**src/rtl/imem_dmem_port_arbiter.sv**
```systemverilog
// Arbiter sharing one fixed-latency unified memory between fetch and load/store.
// Ports: clk/reset, IF read port, LS read/write port, single memory request port.
module imem_dmem_port_arbiter #(
  parameter int ADDR_W     = 32,
  parameter int DATA_W     = 32,
  parameter int MEM_LAT    = 2,
  parameter int STARVE_MAX = 4
) (
  input  logic                clk,
  input  logic                reset,
  // fetch side
  input  logic                if_req_i,
  input  logic [ADDR_W-1:0]   if_addr_i,
  input  logic                if_flush_i,
  output logic                if_gnt_o,
  output logic                if_rvalid_o,
  output logic [DATA_W-1:0]   if_rdata_o,
  output logic                stall_fetch_o,
  // load/store side
  input  logic                ls_req_i,
  input  logic                ls_we_i,
  input  logic [DATA_W/8-1:0] ls_be_i,
  input  logic [ADDR_W-1:0]   ls_addr_i,
  input  logic [DATA_W-1:0]   ls_wdata_i,
  output logic                ls_gnt_o,
  output logic                ls_rvalid_o,
  output logic [DATA_W-1:0]   ls_rdata_o,
  // memory side
  output logic                mem_req_o,
  output logic                mem_we_o,
  output logic [DATA_W/8-1:0] mem_be_o,
  output logic [ADDR_W-1:0]   mem_addr_o,
  output logic [DATA_W-1:0]   mem_wdata_o,
  input  logic [DATA_W-1:0]   mem_rdata_i
);

  localparam int BE_W  = DATA_W / 8;
  localparam int CNT_W = $clog2(STARVE_MAX + 1);
  localparam logic [CNT_W-1:0] STARVE_LIM = CNT_W'(STARVE_MAX);
  localparam logic [CNT_W-1:0] CNT_ONE    = CNT_W'(1);

  // owner encoding in the tag pipe
  localparam logic OWN_IF = 1'b0;
  localparam logic OWN_LS = 1'b1;

  logic [CNT_W-1:0]   r_starve;
  logic [MEM_LAT-1:0] r_tag_vld;
  logic [MEM_LAT-1:0] r_tag_own;

  logic               w_if_force;
  logic               w_if_gnt;
  logic               w_ls_gnt;
  logic               w_ins_vld;
  logic               w_ins_own;
  logic [MEM_LAT-1:0] w_keep;
  logic               w_tail_vld;
  logic               w_tail_own;

  // ---------------------------------------------------------------
  // Grant selection
  // ---------------------------------------------------------------
  assign w_if_force = (r_starve == STARVE_LIM);

  always_comb begin
    w_if_gnt = 1'b0;
    w_ls_gnt = 1'b0;
    if (!reset) begin
      if (if_req_i && (w_if_force || !ls_req_i)) begin
        w_if_gnt = 1'b1;
      end else if (ls_req_i) begin
        w_ls_gnt = 1'b1;
      end
    end
  end

  assign if_gnt_o      = w_if_gnt;
  assign ls_gnt_o      = w_ls_gnt;
  assign stall_fetch_o = if_req_i & ~w_if_gnt & ~reset;

  // ---------------------------------------------------------------
  // Memory request mux
  // ---------------------------------------------------------------
  always_comb begin
    mem_req_o   = 1'b0;
    mem_we_o    = 1'b0;
    mem_be_o    = '0;
    mem_addr_o  = '0;
    mem_wdata_o = '0;
    if (w_if_gnt) begin
      mem_req_o  = 1'b1;
      mem_be_o   = '1;
      mem_addr_o = if_addr_i;
    end else if (w_ls_gnt) begin
      mem_req_o  = 1'b1;
      mem_we_o   = ls_we_i;
      mem_be_o   = ls_we_i ? ls_be_i : {BE_W{1'b1}};
      mem_addr_o = ls_addr_i;
      mem_wdata_o = ls_we_i ? ls_wdata_i : '0;
    end
  end

  // ---------------------------------------------------------------
  // Starvation counter
  // ---------------------------------------------------------------
  always_ff @(posedge clk) begin
    if (reset) begin
      r_starve <= '0;
    end else if (!if_req_i || w_if_gnt) begin
      r_starve <= '0;
    end else if (r_starve != STARVE_LIM) begin
      r_starve <= r_starve + CNT_ONE;
    end
  end

  // ---------------------------------------------------------------
  // Tag pipe: entry 0 is the newest, entry MEM_LAT-1 is the tail
  // ---------------------------------------------------------------
  // stores occupy a slot but never produce a response
  assign w_ins_vld = w_if_gnt | (w_ls_gnt & ~ls_we_i);
  assign w_ins_own = w_ls_gnt ? OWN_LS : OWN_IF;

  // a redirect kills every fetch still in flight, tail included
  always_comb begin
    w_keep = '0;
    for (int i = 0; i < MEM_LAT; i++) begin
      w_keep[i] = r_tag_vld[i] & ~(if_flush_i & (r_tag_own[i] == OWN_IF));
    end
  end

  always_ff @(posedge clk) begin
    if (reset) begin
      r_tag_vld <= '0;
      r_tag_own <= '0;
    end else begin
      r_tag_vld[0] <= w_ins_vld;
      r_tag_own[0] <= w_ins_own;
      for (int i = MEM_LAT - 1; i > 0; i--) begin
        r_tag_vld[i] <= w_keep[i-1];
        r_tag_own[i] <= r_tag_own[i-1];
      end
    end
  end

  // ---------------------------------------------------------------
  // Response routing
  // ---------------------------------------------------------------
  assign w_tail_vld = w_keep[MEM_LAT-1] & ~reset;
  assign w_tail_own = r_tag_own[MEM_LAT-1];

  always_comb begin
    if_rvalid_o = 1'b0;
    ls_rvalid_o = 1'b0;
    if_rdata_o  = '0;
    ls_rdata_o  = '0;
    if (w_tail_vld) begin
      if (w_tail_own == OWN_LS) begin
        ls_rvalid_o = 1'b1;
        ls_rdata_o  = mem_rdata_i;
      end else begin
        if_rvalid_o = 1'b1;
        if_rdata_o  = mem_rdata_i;
      end
    end
  end

endmodule
```
**config.mk**
```make
export PLATFORM = sky130hd
export DESIGN_NAME = imem_dmem_port_arbiter
export DESIGN_NICKNAME = d
export VERILOG_FILES = /design/src/rtl/imem_dmem_port_arbiter.sv
export SDC_FILE = /design/constraint.sdc
export NUM_CORES = 1
export LEC_CHECK = 0
export ABC_AREA = 1
export ABC_CLOCK_PERIOD_IN_PS = 3600
export BUFFER_PORTS_ARGS = -buffer_cell sky130_fd_sc_hd__buf_2
export CAP_MARGIN = 10
export CORE_AREA = 2 2 107 109
export CTS_CLUSTER_SIZE = 25
export DETAILED_ROUTE_END_ITERATION = 8
export DIE_AREA = 0 0 109 111
export PLACE_DENSITY = 0.53
export SLEW_MARGIN = 20
export SYNTH_ARGS = -nofsm -noshare
export SYNTH_HDL_FRONTEND = slang
export SYNTH_SLANG_ARGS = --single-unit
```
**constraint.sdc**
```tcl
create_clock -name clk -period 3.6 [get_ports clk]
set_input_delay 1.08 -clock clk [delete_from_list [all_inputs] [get_ports clk]]
set_output_delay 1.08 -clock clk [all_outputs]
set_load 0.005 [all_outputs]
```
Word level (Yosys, flattened, before mapping). Index checks and enable logic that the tools add are counted.

Equality and inequality tests: 2. Bitwise logic cells: 16. Reduce and logical (&&, ||, !) cells: 6. Multiplexer cells: 25. Add/subtract/negate cells: 1.

Operators by type and width (number): two-way mux 32 bit (9); two-way mux 1 bit (13); two-way mux 4 bit (3); bitwise AND 1 bit (8); inverter 1 bit (7); adder 3 x 1 -> 3 bit (second input constant) (1); equality test 3 bit (second input constant) (1); != test 3 bit (second input constant) (1); zero test 1 bit (2); logical OR 1 bit (2); OR reduction 2 bit (1); logical AND 1 bit (1); bitwise OR 1 bit (1).

Bits in registers: 7. Bits of input ports: 138. Output and inout bits: 139. Word-level logic and storage cells: 53.

Logic depth before layout (Yosys ltp).
Depth after elaboration: 8. Depth in mapped cells: 7. Mapped depth without buffers: 7.

Worst setup path after synthesis. Ideal clock, no wire load.

Path kind: input -> output. Start: input port ls_we_i. End: output port mem_wdata_o[0]. Data arrival time: 1.704 ns. Path slack: 0.816 ns. Cell stages on the path: 4. Data required time: 2.520 ns. Path buffers: 2. Path through: buf_2 > clkbuf_1 > nand2_1 > nor2_1.

Cells in the longest elaborated chain, start to end: 3.

Ends and longest elaborated chain: from (decl) (RTL line 21) `input logic ls_we_i,`; two-way mux 32 bit (RTL line 98) `mem_wdata_o = ls_we_i ? ls_wdata_i : '0;`; two-way mux 32 bit (RTL line 93) `end else if (w_ls_gnt) begin`; two-way mux 32 bit (RTL line 89) `if (w_if_gnt) begin`; to (decl) (RTL line 33) `output logic [DATA_W-1:0] mem_wdata_o,`.

Every way passes these cells.

Worst setup path after layout.
Start: input port reset. End: output port if_rdata_o[24].

Cells in the longest elaborated chain, start to end: 3.

Ends and longest elaborated chain: from (decl) (RTL line 10) `input logic reset,`; inverter 1 bit (RTL line 147) `assign w_tail_vld = w_keep[MEM_LAT-1] & ~reset;`; bitwise AND 1 bit (RTL line 147); two-way mux 32 bit (RTL line 155) `if (w_tail_vld) begin`; to (decl) (RTL line 17) `output logic [DATA_W-1:0] if_rdata_o,`.

Every way passes these cells.

==> flow_metrics.py <==
metrics = {
    "outcome": {
        "outcome": "finished, final reports clean",
    },
    "finish": {
        "fill_cells": 1265,
        "areaGrowthSynthToFinish_pct": 81.1,
        "diodes": 0,
        "multi_input_area_sq_um": 1260,
        "regArea_sq_um": 140,
        "nNetsFinal": 755,
        "layout-drive-gt1-share_pct": 52.1,
        "final_area_sq_um": 3330,
    },
    "timing": {
        "fin_crit_sh_pct": 90.6,
        "max_slew_margin_pct": 64.9,
        "max_freq_ghz": 0.307,
        "clock_skew_ns": 0.000992,
        "tns_ns": 0,
        "worst_slew_pin_slew_ns": 0.526,
        "finalHoldViolations": 0,
        "slew_viol_final": 0,
        "period_needed_ns": 3.26,
        "rsz0062_at_grt": "false",
        "setup_viol": 0,
    },
    "critical_path": {
        "worstPathArrival_ns": 2.18,
        "crit_top_cell": "buf_2",
        "critPathMaxFanout": 23,
        "path_class": "input port to primary output",
        "r2r_cells": 6,
        "rr_startpoint": "r_starve[0]",
        "start_kind": "input port",
        "path_cells": "buf_2 -> inv_2 -> nand3_2 -> buf_4 -> nor2_1 -> buf_2",
        "ff2ff_setup_slack_ns": 2.01,
        "cp_slowest_cell": "nand3_2",
        "slowest_delay_ns": 0.36,
        "end_kind": "primary output",
        "r2r-end": "r_tag_vld[0]",
        "required_ns": 2.52,
    },
    "yosys": {
        "ys_types": 19,
        "synth_fp_nets": 492,
        "synth-xor-area-share_pct": 0,
        "synthCells": 352,
        "synth_compound_area_share_pct": 0.272,
        "synth-simple-area-share_pct": 67.1,
        "syn_area_sq_um": 1840,
        "synthAdderAreaFrac_pct": 1.36,
        "yosysWarningCount": 0,
        "synth_top_family_by_area": "simple AND/OR/NAND/NOR gates",
        "yosysSeqAreaShare_pct": 7.62,
        "synth_seq_cells": 7,
        "postSynthAreaPerCell_sq_um": 5.23,
        "synthMuxAreaShare_pct": 0,
    },
    "placed_design": {
        "port_buffers": 276,
        "hpwl_microns": 6280,
        "postPlaceCellArea_sq_um": 3250,
        "gp_congestion": 0.766,
    },
    "worst_hold_path": {
        "min_path_cells": 2,
        "min_to": "r_tag_vld[1]",
        "hp-class": "flip-flop to flip-flop",
        "min_from": "r_tag_vld[0]",
    },
    "run": {
        "cap_violations": 0,
    },
    "clocking": {
        "cts_sinks": 7,
        "clkSlewWorstSetupHoldPaths_ns": 0.03,
        "cts_root_buf": "clkbuf_16",
        "ctsResizeCount": 0,
        "insertion_delay_ns": 0.23,
        "holdBufCountCts": 0,
        "cts-buffers-inserted": 3,
        "htreeDepth": 1,
        "cts_tree": "yes",
        "cts_setup_buffers": 0,
        "cts_max_path_buffers": 2,
    },
    "pwr": {
        "sw_frac_of_total_pct": 31.7,
        "power_density_nw_per_um2": 150,
        "p_int_mw": 0.341,
        "p_sw_mw": 0.158,
        "power_frac_clock_pct": 37.8,
        "p_comb_share_pct": 45.7,
        "leakage_nw": 2.37,
        "ir_drop_mv": 0.170,
        "seqPwrFrac_pct": 16.5,
        "power.total_mw": 0.500,
    },
    "floorplan": {
        "fp.coreArea_sq_um": 11100,
        "dieHeight_microns": 111,
        "die_w_microns": 109,
        "die-area_sq_um": 12100,
        "start_util_pct": 16.6,
        "std_cell_rows": 39,
        "io_pins": 277,
    },
    "detailed_routing": {
        "first_iter_violations": 118,
        "wirelength_microns": 7860,
        "drt-wirelength-per-cell_microns": 10.4,
        "vias_per_cell": 3.89,
        "num_vias": 2945,
        "firstDrtPassIters": 4,
        "drc_errors": 0,
        "antenna_left": 0,
    },
    "grt": {
        "first_global_vias": 2502,
        "antenna_found_initial": 0,
        "grt_max_degree": 38,
        "grt_usage_pct": 11.7,
        "grt-ovfl-total": 0,
        "grt_pass1_wl_microns": 11600,
    },
}
[cells in the mapped netlist, drive strengths merged]
cell | instances | share of area (%)
nor2 | 102 | 22
nand2 | 86 | 18
nand3 | 74 | 27
inv | 52 | 11
buf | 25 | 13
dfxtp | 7 | 7.6
clkbuf | 2 | 0.41
ha | 2 | 1.4
a21oi | 1 | 0.27
nor3 | 1 | 0.27
[flip-flops by register name, indices dropped and copies added, names as in the netlist]
| signal | count |
|---|---|
| r_starve | 3 |
| r_tag_own | 2 |
| r_tag_vld | 2 |
[power by group through the flow]
| stage | Sequential, mW | Combinational [mW] | Clock, mW |
|---|---|---|---|
| final | 0.0823 | 0.229 | 0.189 |
| after global routing | 0.0827 | 0.257 | 0.199 |
| after CTS | 0.0823 | 0.231 | 0.196 |
| after detailed placement | 0.0835 | 0.230 | 0 |
| after global placement | 0.0835 | 0.230 | 0 |
| after floorplan | 0.0832 | 0.109 | 0 |
[cell type report]
type                       instances  area share [%]
multi-input combinational        266            37.9
sequential                         7            4.21
tap                              143            5.37
clock buffer                       4            2.37
timing repair buffer             285            44.3
inverter                          52            5.86
[layer usage]
| metal | GRT usage, % | wire length, microns | vias to the layer above |
|---|---|---|---|
| li1 | - | - | 1579 |
| met1 | 12.6 | 3090 | 1213 |
| met2 | 23.4 | 4040 | 144 |
| met3 | 1.29 | 643 | 9 |
| met4 | 2.65 | 88 | 0 |
| met5 | 0 | 0 | - |
[placed cells by master, fill, tap and decap left out]
cell / n
dfxtp_1: 7
clkbuf_1: 1
a21oi_1: 1
nor2_4: 2
nand3_1: 49
inv_1: 50
buf_2: 276
nor3_1: 1
nand2_2: 2
ha_1: 2
buf_4: 7
buf_12: 2
clkbuf_16: 3
inv_2: 2
nor2_1: 100
nand3_2: 25
nand2_4: 1
nand2_1: 83
[worst max-delay path, delay by kind of cell]
kind                   cells  cell delay, ns
AND/OR/NAND/NOR            2            0.44
buffers and inverters      4            0.67
[worst max path at each step]
stage / start / to / slack (ns) / depth (start not counted)
floorplan: ls_we_i / mem_wdata_o[0] / 0.82 / 4
global placement: reset / if_rdata_o[19] / 0.32 / 6
detailed placement: reset / if_rdata_o[24] / 0.29 / 6
CTS: reset / if_rdata_o[24] / 0.29 / 6
global route: reset / if_rdata_o[25] / 0.18 / 6
finish: reset / if_rdata_o[24] / 0.34 / 6
[logic make-up (layout without fill, tap and decap cells)]
family	Yosys count	after routing
simple gates	263	263
compound gates	1	1
flops	7	7
fa+ha+maj	2	2
buf+inv	79	341
[through the flow]
stage	setup WS (ns)	util [%]	cells	hold WS, ns
floorplan	0.816	-	352	0.404
global placement	0.319	29.4	753	0.421
detailed placement	0.290	29.4	753	0.418
CTS	0.290	30.1	757	0.422
global route	0.178	30.1	757	0.433
finish	0.339	30.1	757	0.417
No activity file was read; power rests on OpenSTA's default activity.
